<file path="config.mk">
export PLATFORM = sky130hd
export DESIGN_NAME = gearbox_rd_sched
export DESIGN_NICKNAME = d
export VERILOG_FILES = /design/src/rtl/gearbox_rd_sched.sv
export SDC_FILE = /design/constraint.sdc
export NUM_CORES = 1
export LEC_CHECK = 0
export BUFFER_PORTS_ARGS = -buffer_cell sky130_fd_sc_hd__buf_2
export CORE_MARGIN = 5
export CORE_UTILIZATION = 38
export CTS_CLUSTER_SIZE = 20
export DETAILED_ROUTE_END_ITERATION = 12
export HOLD_SLACK_MARGIN = 0.15
export PLACE_DENSITY_LB_ADDON = 0.25
export SLEW_MARGIN = 20
export SYNTH_ARGS = -nofsm -noshare
export SYNTH_HDL_FRONTEND = slang
export SYNTH_SLANG_ARGS = --single-unit
</file>
<file path="constraint.sdc">
create_clock -name i_clk -period 1.6 [get_ports i_clk]
set_input_delay 0.08 -clock i_clk [delete_from_list [all_inputs] [get_ports i_clk]]
set_output_delay 0.08 -clock i_clk [all_outputs]
set_load 0.05 [all_outputs]
</file>
<file path="src/rtl/gearbox_rd_sched.sv">
// gearbox_rd_sched: read-side slot scheduler between the 132b async FIFO and the 132->128 gearbox.
// Defining GB_SCHED_STATS_EN builds the frame/underrun statistics counters; otherwise they read as zero.
module gearbox_rd_sched #(
    parameter int LVL_W        = 9,
    parameter int PHASES       = 33,
    parameter int START_THRESH = 4
) (
    input  logic             i_clk,
    input  logic             i_rst,
    input  logic             i_enable,
    input  logic             i_phy_ren,
    input  logic             i_fifo_empty,
    input  logic [LVL_W-1:0] i_fifo_level,
    output logic             o_fifo_ren,
    output logic             o_gb_valid,
    output logic             o_gb_flush,
    output logic [5:0]       o_phase,
    output logic             o_frame_start,
    output logic [1:0]       o_state,
    output logic             o_underrun,
    output logic [15:0]      o_frame_cnt,
    output logic [15:0]      o_underrun_cnt
);

    typedef enum logic [1:0] {
        IDLE  = 2'd0,
        PRIME = 2'd1,
        RUN   = 2'd2,
        STOP  = 2'd3
    } state_t;

    localparam logic [5:0]       LAST_PHASE = 6'(PHASES - 1);
    localparam logic [LVL_W-1:0] THRESH     = LVL_W'(START_THRESH);

    generate
        if (PHASES > 64 || PHASES < 2) begin : g_phases_chk
            $error("gearbox_rd_sched: PHASES must be in 2..64");
        end
    endgenerate

    state_t     state_q, state_d;
    logic [5:0] phase_q, phase_d;
    logic       flush_q, flush_d;
    logic       underrun_q, underrun_d;
    logic       en_q, en_d;

    logic       active;
    logic       is_last;
    logic       slot;
    logic       urun;
    logic       fifo_ren;
    logic       gb_valid;
    logic [5:0] phase_adv;

    always_comb begin
        active    = (state_q == RUN) || (state_q == STOP);
        is_last   = (phase_q == LAST_PHASE);
        slot      = active && i_phy_ren;
        urun      = slot && !is_last && i_fifo_empty;
        fifo_ren  = slot && !is_last && !i_fifo_empty;
        gb_valid  = slot && !urun;
        phase_adv = is_last ? 6'd0 : phase_q + 6'd1;
    end

    always_comb begin
        state_d    = state_q;
        phase_d    = phase_q;
        flush_d    = 1'b0;
        underrun_d = underrun_q;
        en_d       = i_enable;

        if (i_enable && !en_q) begin
            underrun_d = 1'b0;
        end

        case (state_q)
            IDLE: begin
                phase_d = 6'd0;
                if (i_enable) begin
                    state_d = PRIME;
                    flush_d = 1'b1;
                end
            end
            PRIME: begin
                phase_d = 6'd0;
                if (!i_enable) begin
                    state_d = IDLE;
                end else if (i_fifo_level >= THRESH) begin
                    state_d = RUN;
                end
            end
            RUN: begin
                if (urun) begin
                    underrun_d = 1'b1;
                    flush_d    = 1'b1;
                    phase_d    = 6'd0;
                    state_d    = PRIME;
                end else begin
                    if (gb_valid) begin
                        phase_d = phase_adv;
                    end
                    // At phase 0 with no slot taken the gearbox holds no residue, so stop at once.
                    if (!i_enable) begin
                        state_d = (phase_q == 6'd0 && !i_phy_ren) ? IDLE : STOP;
                    end
                end
            end
            STOP: begin
                if (urun) begin
                    underrun_d = 1'b1;
                    flush_d    = 1'b1;
                    phase_d    = 6'd0;
                    state_d    = IDLE;
                end else begin
                    if (gb_valid) begin
                        phase_d = phase_adv;
                    end
                    if (i_enable) begin
                        state_d = RUN;
                    end else if (gb_valid && is_last) begin
                        state_d = IDLE;
                    end
                end
            end
            default: state_d = IDLE;
        endcase
    end

    always_ff @(posedge i_clk or posedge i_rst) begin
        if (i_rst) begin
            state_q    <= IDLE;
            phase_q    <= 6'd0;
            flush_q    <= 1'b0;
            underrun_q <= 1'b0;
            en_q       <= 1'b0;
        end else begin
            state_q    <= state_d;
            phase_q    <= phase_d;
            flush_q    <= flush_d;
            underrun_q <= underrun_d;
            en_q       <= en_d;
        end
    end

    assign o_fifo_ren    = fifo_ren;
    assign o_gb_valid    = gb_valid;
    assign o_gb_flush    = flush_q;
    assign o_phase       = phase_q;
    assign o_frame_start = gb_valid && (phase_q == 6'd0);
    assign o_state       = state_q;
    assign o_underrun    = underrun_q;

`ifdef GB_SCHED_STATS_EN
    logic [15:0] frame_cnt_q, frame_cnt_d;
    logic [15:0] urun_cnt_q, urun_cnt_d;

    always_comb begin
        frame_cnt_d = frame_cnt_q;
        urun_cnt_d  = urun_cnt_q;
        if (gb_valid && is_last && frame_cnt_q != 16'hFFFF) begin
            frame_cnt_d = frame_cnt_q + 16'd1;
        end
        if (urun && urun_cnt_q != 16'hFFFF) begin
            urun_cnt_d = urun_cnt_q + 16'd1;
        end
    end

    always_ff @(posedge i_clk or posedge i_rst) begin
        if (i_rst) begin
            frame_cnt_q <= 16'd0;
            urun_cnt_q  <= 16'd0;
        end else begin
            frame_cnt_q <= frame_cnt_d;
            urun_cnt_q  <= urun_cnt_d;
        end
    end

    assign o_frame_cnt    = frame_cnt_q;
    assign o_underrun_cnt = urun_cnt_q;
`else
    assign o_frame_cnt    = 16'h0000;
    assign o_underrun_cnt = 16'h0000;
`endif

endmodule

</file>
; ---- Yosys cells after proc, flatten, opt, wreduce, memory -nomap -nowiden
; Index checks and enable logic that the tools add are counted.
[word_totals]
register_bits = 11
inputBits = 14
out_inout_bits = 45
wordCells = 56
[classes]
addsub = 1
order_cmp = 1
n_eq_ne = 9
n_mux = 20
reduce_logical = 20
[op_table]
columns = operator, count
row1 = $mux W2, 9
row2 = $mux W6, 3
row3 = $pmux W6 S2, 1
row4 = $ge A9 B3 Y1 const B, 1
row5 = $logic_and A1 B1 Y1, 9
row6 = $pmux W2 S4, 1
row7 = $add A6 B1 Y6 const B, 1
row8 = $eq A6 B6 Y1 const B, 1
row9 = $logic_not A6 Y1, 1
row10 = $ne A3 B3 Y1 const B, 2
row11 = $logic_not A1 Y1, 5
row12 = $mux W1, 5
row13 = $eq A2 B2 Y1 const B, 2
row14 = $ne A4 B3 Y1 const B, 1
row15 = $reduce_and A4 Y1, 1
row16 = $reduce_or A2 Y1, 2
row17 = $ne A3 B1 Y1 const B, 1
row18 = $eq A2 B1 Y1 const B, 1
row19 = $logic_not A2 Y1, 1
row20 = $ne A2 B2 Y1 const B, 1
row21 = $pmux W1 S2, 1
row22 = $logic_or A1 B1 Y1, 1

; ---- Logic depth before layout (Yosys ltp)
[depth]
depth_word = 12
mapped_depth = 7
ltp_nobuf = 7

; ---- Worst setup path after synthesis
; OpenSTA, ideal clock, no wires.
[synth_path]
kind = register to output
start = register phase_q[1], in the netlist o_phase[1]
end = output port o_frame_start
arrival_time_ps = 2850
required_ps = 1520
path_slack_ps = -1330
path_stages_with_launch = 5
path_cell_list = dfrtp_1 -> inv_1 -> ha_1 -> or4b_4 -> nor4_1
[synth_via]
elab_chain_cells = 7
elab_cells_between_ends = 8
classes_between = 1 x eq/ne / 7 x reduce/logical
[synth_rtl]
columns = element, line
row1 = "start, declared", 42  ; logic [5:0] phase_q, phase_d;
row2 = "start signal, assigned", 138  ; phase_q <= phase_d;
row3 = $eq A6 B6 Y1, 57  ; is_last = (phase_q == LAST_PHASE);
row4 = $logic_not A1 Y1, 59  ; urun = slot && !is_last && i_fifo_empty;
row5 = $logic_and A1 B1 Y1 (2 in series), 59
row6 = $logic_not A1 Y1, 61  ; gb_valid = slot && !urun;
row7 = $logic_and A1 B1 Y1, 61
row8 = $logic_and A1 B1 Y1 (*), 149  ; assign o_frame_start = gb_valid && (phase_q == 6'd0);
row9 = "end, declared", 18  ; output logic o_frame_start,
; Mark *: on every way between the ends. The rest lies on a longest branch, timed or not.

; ---- Final worst setup path
[layout_path]
start = register phase_q[1], in the netlist o_phase[1]
end = register state_q[0], in the netlist o_state[0]
[layout_via]
elab_chain_cells = 9
elab_cells_between_ends = 17
classes_between = 3 x eq/ne / 5 x mux / 9 x reduce/logical
[layout_rtl]
columns = element, line
row1 = $eq A6 B6 Y1, 57
row2 = $logic_not A1 Y1, 59
row3 = $logic_and A1 B1 Y1 (2 in series), 59
row4 = $logic_not A1 Y1, 61
row5 = $logic_and A1 B1 Y1, 61
row6 = $logic_and A1 B1 Y1, 120  ; end else if (gb_valid && is_last) begin
row7 = $ne A4 B3 Y1 (no line), -
row8 = $reduce_and A4 Y1 (no line), -
row9 = "end signal, assigned", 137  ; state_q <= state_d;
row10 = "end, declared", 41  ; state_t state_q, state_d;
; Parallel ways exist; a longest one is shown, timed or not. The select of a mux whose other input is x is not followed.
; A chain may end at the register's enable or synchronous reset.

==> flow_metrics.py <==
metrics = {
    "outcome": {
        "violations": "negative setup slack",
        "status": "complete, but fails checks",
    },
    "routing": {
        "routed_wl_mm": 2.411,
        "drc": 0,
        "drtIter0Drc": 18,
        "via_per_inst": 4.844,
        "firstDrtPassIters": 5,
        "vias": 872,
        "ant_nets": 0,
        "routedWlPerCell_um": 13.39,
    },
    "worst_setup_path": {
        "worst-path-stages": 7,
        "cp.required_ns": 1.76,
        "r2r_start": "o_phase[1]$_DFFE_PP0P_",
        "endpoint_kind": "flip-flop",
        "critPathSlowestCell": "or4b_4",
        "cpPeakStageDelay_ns": 0.48,
        "r2r_cells": 7,
        "crit_buf_inv": 2,
        "crit_family": "simple AND/OR/NAND/NOR gates",
        "crit_start": "o_phase[1]$_DFFE_PP0P_",
        "start_kind": "flip-flop",
        "path_cells": "inv_2, ha_4, or4b_4, buf_6, o32ai_4, nor2_1, a22o_1",
        "critical_path.endpoint": "o_state[0]$_DFFE_PP0P_",
        "crit_arrival_ns": 1.97,
        "path_class": "reg2reg",
        "r2r-end": "o_state[0]$_DFFE_PP0P_",
        "crit_fanout": 4,
        "r2r_slack_ns": -0.21,
    },
    "floorplan": {
        "ioPinCount": 59,
        "core_sq_mm": 0.002276,
        "initial_core_util_pct": 40.63,
        "rows": 17,
        "die-area_sq_mm": 0.003520,
        "fp.dieW_um": 59.33,
        "dieHeight_um": 59.33,
    },
    "global_route": {
        "grt_usage_pct": 12.94,
        "grt_max_degree": 12,
        "antenna_found_initial": 0,
        "grt_pass1_vias": 755,
        "grt_pass1_wl_mm": 3.512,
        "overflow": 0,
    },
    "hold_path": {
        "hold_path.class": "in2reg",
    },
    "clock_network": {
        "cts.reportedPaths.clkPinSlew_ns": 0.08,
        "clockBufferDepth": 2,
        "numCtsBuffers": 3,
        "clockRootBuffer": "clkbuf_4",
        "cts_num_sinks": 11,
        "htree_levels": 1,
        "cts_tree": "yes",
        "clkLatencyLatePin_ns": 0.27,
    },
    "logic_synthesis": {
        "synth_ff_type": "dfrtp_1",
        "synthArstFlopShare_pct": 100.0,
        "synth_cell_types": 33,
        "synthCells": 109,
        "synth_edf_count": 0,
        "synth_area_per_cell_sq_um": 8.483,
        "seq_area_frac_synth_pct": 29.77,
        "yosys_warnings": 0,
        "syn_area_sq_um": 924.6,
        "yosys_register_bits": 11,
    },
    "sta": {
        "period_share_pct": 113.0,
        "finalHoldViolCount": 0,
        "fin_crit_ns": 1.808,
        "fin_ws_ns": -0.2080,
        "clock_skew_ns": 0.005053,
        "fmax_mhz": 553.1,
        "whs_ns": 0.2199,
        "setup_violations": 11,
        "rsz0062_at_grt": "true",
        "tns_ns": -1.141,
        "drv_slew": 0,
    },
    "cells_and_area": {
        "diodes": 0,
        "fillers": 199,
        "area_growth_pct": 35.72,
        "mostFrequentLayoutCells": "conb_1, buf_2, buf_4, dfrtp_2, buf_6",
        "multi_input_area_sq_um": 569.3,
        "finish.utilization_pct": 55.14,
        "postLayoutCellArea_sq_mm": 0.001255,
        "layout_commonest_cell": "conb_1",
        "drive_gt1_share_pct": 42.11,
        "regArea_sq_um": 282.8,
        "nNetsFinal": 169,
    },
    "power_and_ir_drop": {
        "clock_power_share_pct": 12.8,
        "swShare_pct": 52.28,
        "p_seq_share_pct": 26.9,
        "comb_power_share_pct": 60.2,
        "power.density_mw_per_mm2": 1223,
        "power_mw": 1.534,
        "p_leak_nw": 0.6552,
        "ir_drop_uv": 691.0,
        "p_sw_mw": 0.8021,
        "p_int_mw": 0.7320,
    },
    "flow_run": {
        "drv_cap": 0,
    },
    "placement": {
        "gp_congestion": 0.7197,
        "placed_area_sq_mm": 0.001074,
        "dp_hpwl_mm": 1.752,
        "io_buffers": 24,
    },
}
-- final cells by class --
cell class	count	area share (%)
Multi-Input combinational cell	85	45.36
Timing Repair Buffer	44	24.53
Sequential cell	11	22.53
Tap cell	28	2.792
Inverter	8	2.692
Clock buffer	4	2.094
-- power groups by stage --
stage          combinational (mW)  sequential (mW)  clock [mW]
3_3_place_gp                0.794            0.404           0
5_1_grt                     0.975            0.422       0.221
3_5_place_dp                0.802            0.408           0
2_1_floorplan               0.538            0.546           0
4_1_cts                     0.856            0.402       0.196
6_report                    0.924            0.413       0.197
-- worst min-delay path by stage --
stage                       startpoint                   end  slack, ns  depth (start not counted)
after floorplan                  i_rst        en_q$_DFF_PP0_      -0.07                          1
after global placement           i_rst  o_underrun$_DFF_PP0_       0.09                          2
after detailed placement         i_rst  o_gb_flush$_DFF_PP0_       0.10                          2
after CTS                 i_fifo_empty  o_underrun$_DFF_PP0_       0.19                          3
after global routing      i_fifo_empty  o_gb_flush$_DFF_PP0_       0.24                          3
final                     i_fifo_empty  o_underrun$_DFF_PP0_       0.22                          3
-- synth_stat cells, types with 2 or more instances --
master,count,share of area [%]
buf_4,32,26
dfrtp_1,11,30
inv_1,8,3.2
nand2_1,6,2.4
o21ai_0,6,3.2
and3_1,4,2.7
nand3_1,4,2.2
nor2_1,4,1.6
a21oi_1,3,1.6
nor4_1,3,2.0
a211o_1,2,1.9
clkbuf_1,2,0.81
ha_1,2,2.7
nand2b_1,2,1.4
nand4_1,2,1.4
-- logic make-up after synthesis --
kind of cell	Yosys count	share of synthesized area [%]
AND/OR/NAND/NOR	28	17.45
buffers and inverters	44	31.12
AO/OA/AOI/OAI	21	16.51
other	1	0.4056
adder cells (fa/ha/maj)	2	2.706
flip-flops	11	29.77
multiplexers	1	1.083
XOR/XNOR	1	0.9474
-- layer usage --
metal / global-route usage, % / vias up / wire [um]
met5: 0 / - / 0
met4: 5.825 / 0 / 34
met3: 1.307 / 6 / 237
met2: 20.90 / 52 / 1210
met1: 17.19 / 415 / 929
li1: - / 399 / -
-- worst min-delay path: stages --
cell and delay [ns]:
buf_2 0.17, o2111ai_4 0.14, nand2_1 0.06
-- state kept, by name (all words and copies together) (netlist names) --
register,count
en_q,1
o_gb_flush,1
o_state,2
o_underrun,1
o_phase,6
-- timing repair --
item                                    4_1_cts  5_1_grt
buffers inserted                              3        3
endpoints found under the setup margin        8       10
pin swaps                                     5        7
hold endpoints to repair                     13        0
resized for setup                            10        9
hold buffers                                  3        0
-- metrics by stage --
step | std cells | worst slack, ns
after floorplan | 140 | -0.4381
after global placement | 167 | -0.1041
after detailed placement | 167 | -0.1352
after CTS | 177 | -0.1988
after global routing | 180 | -0.2972
final | 180 | -0.2080
No activity file was read; power rests on OpenSTA's default activity.
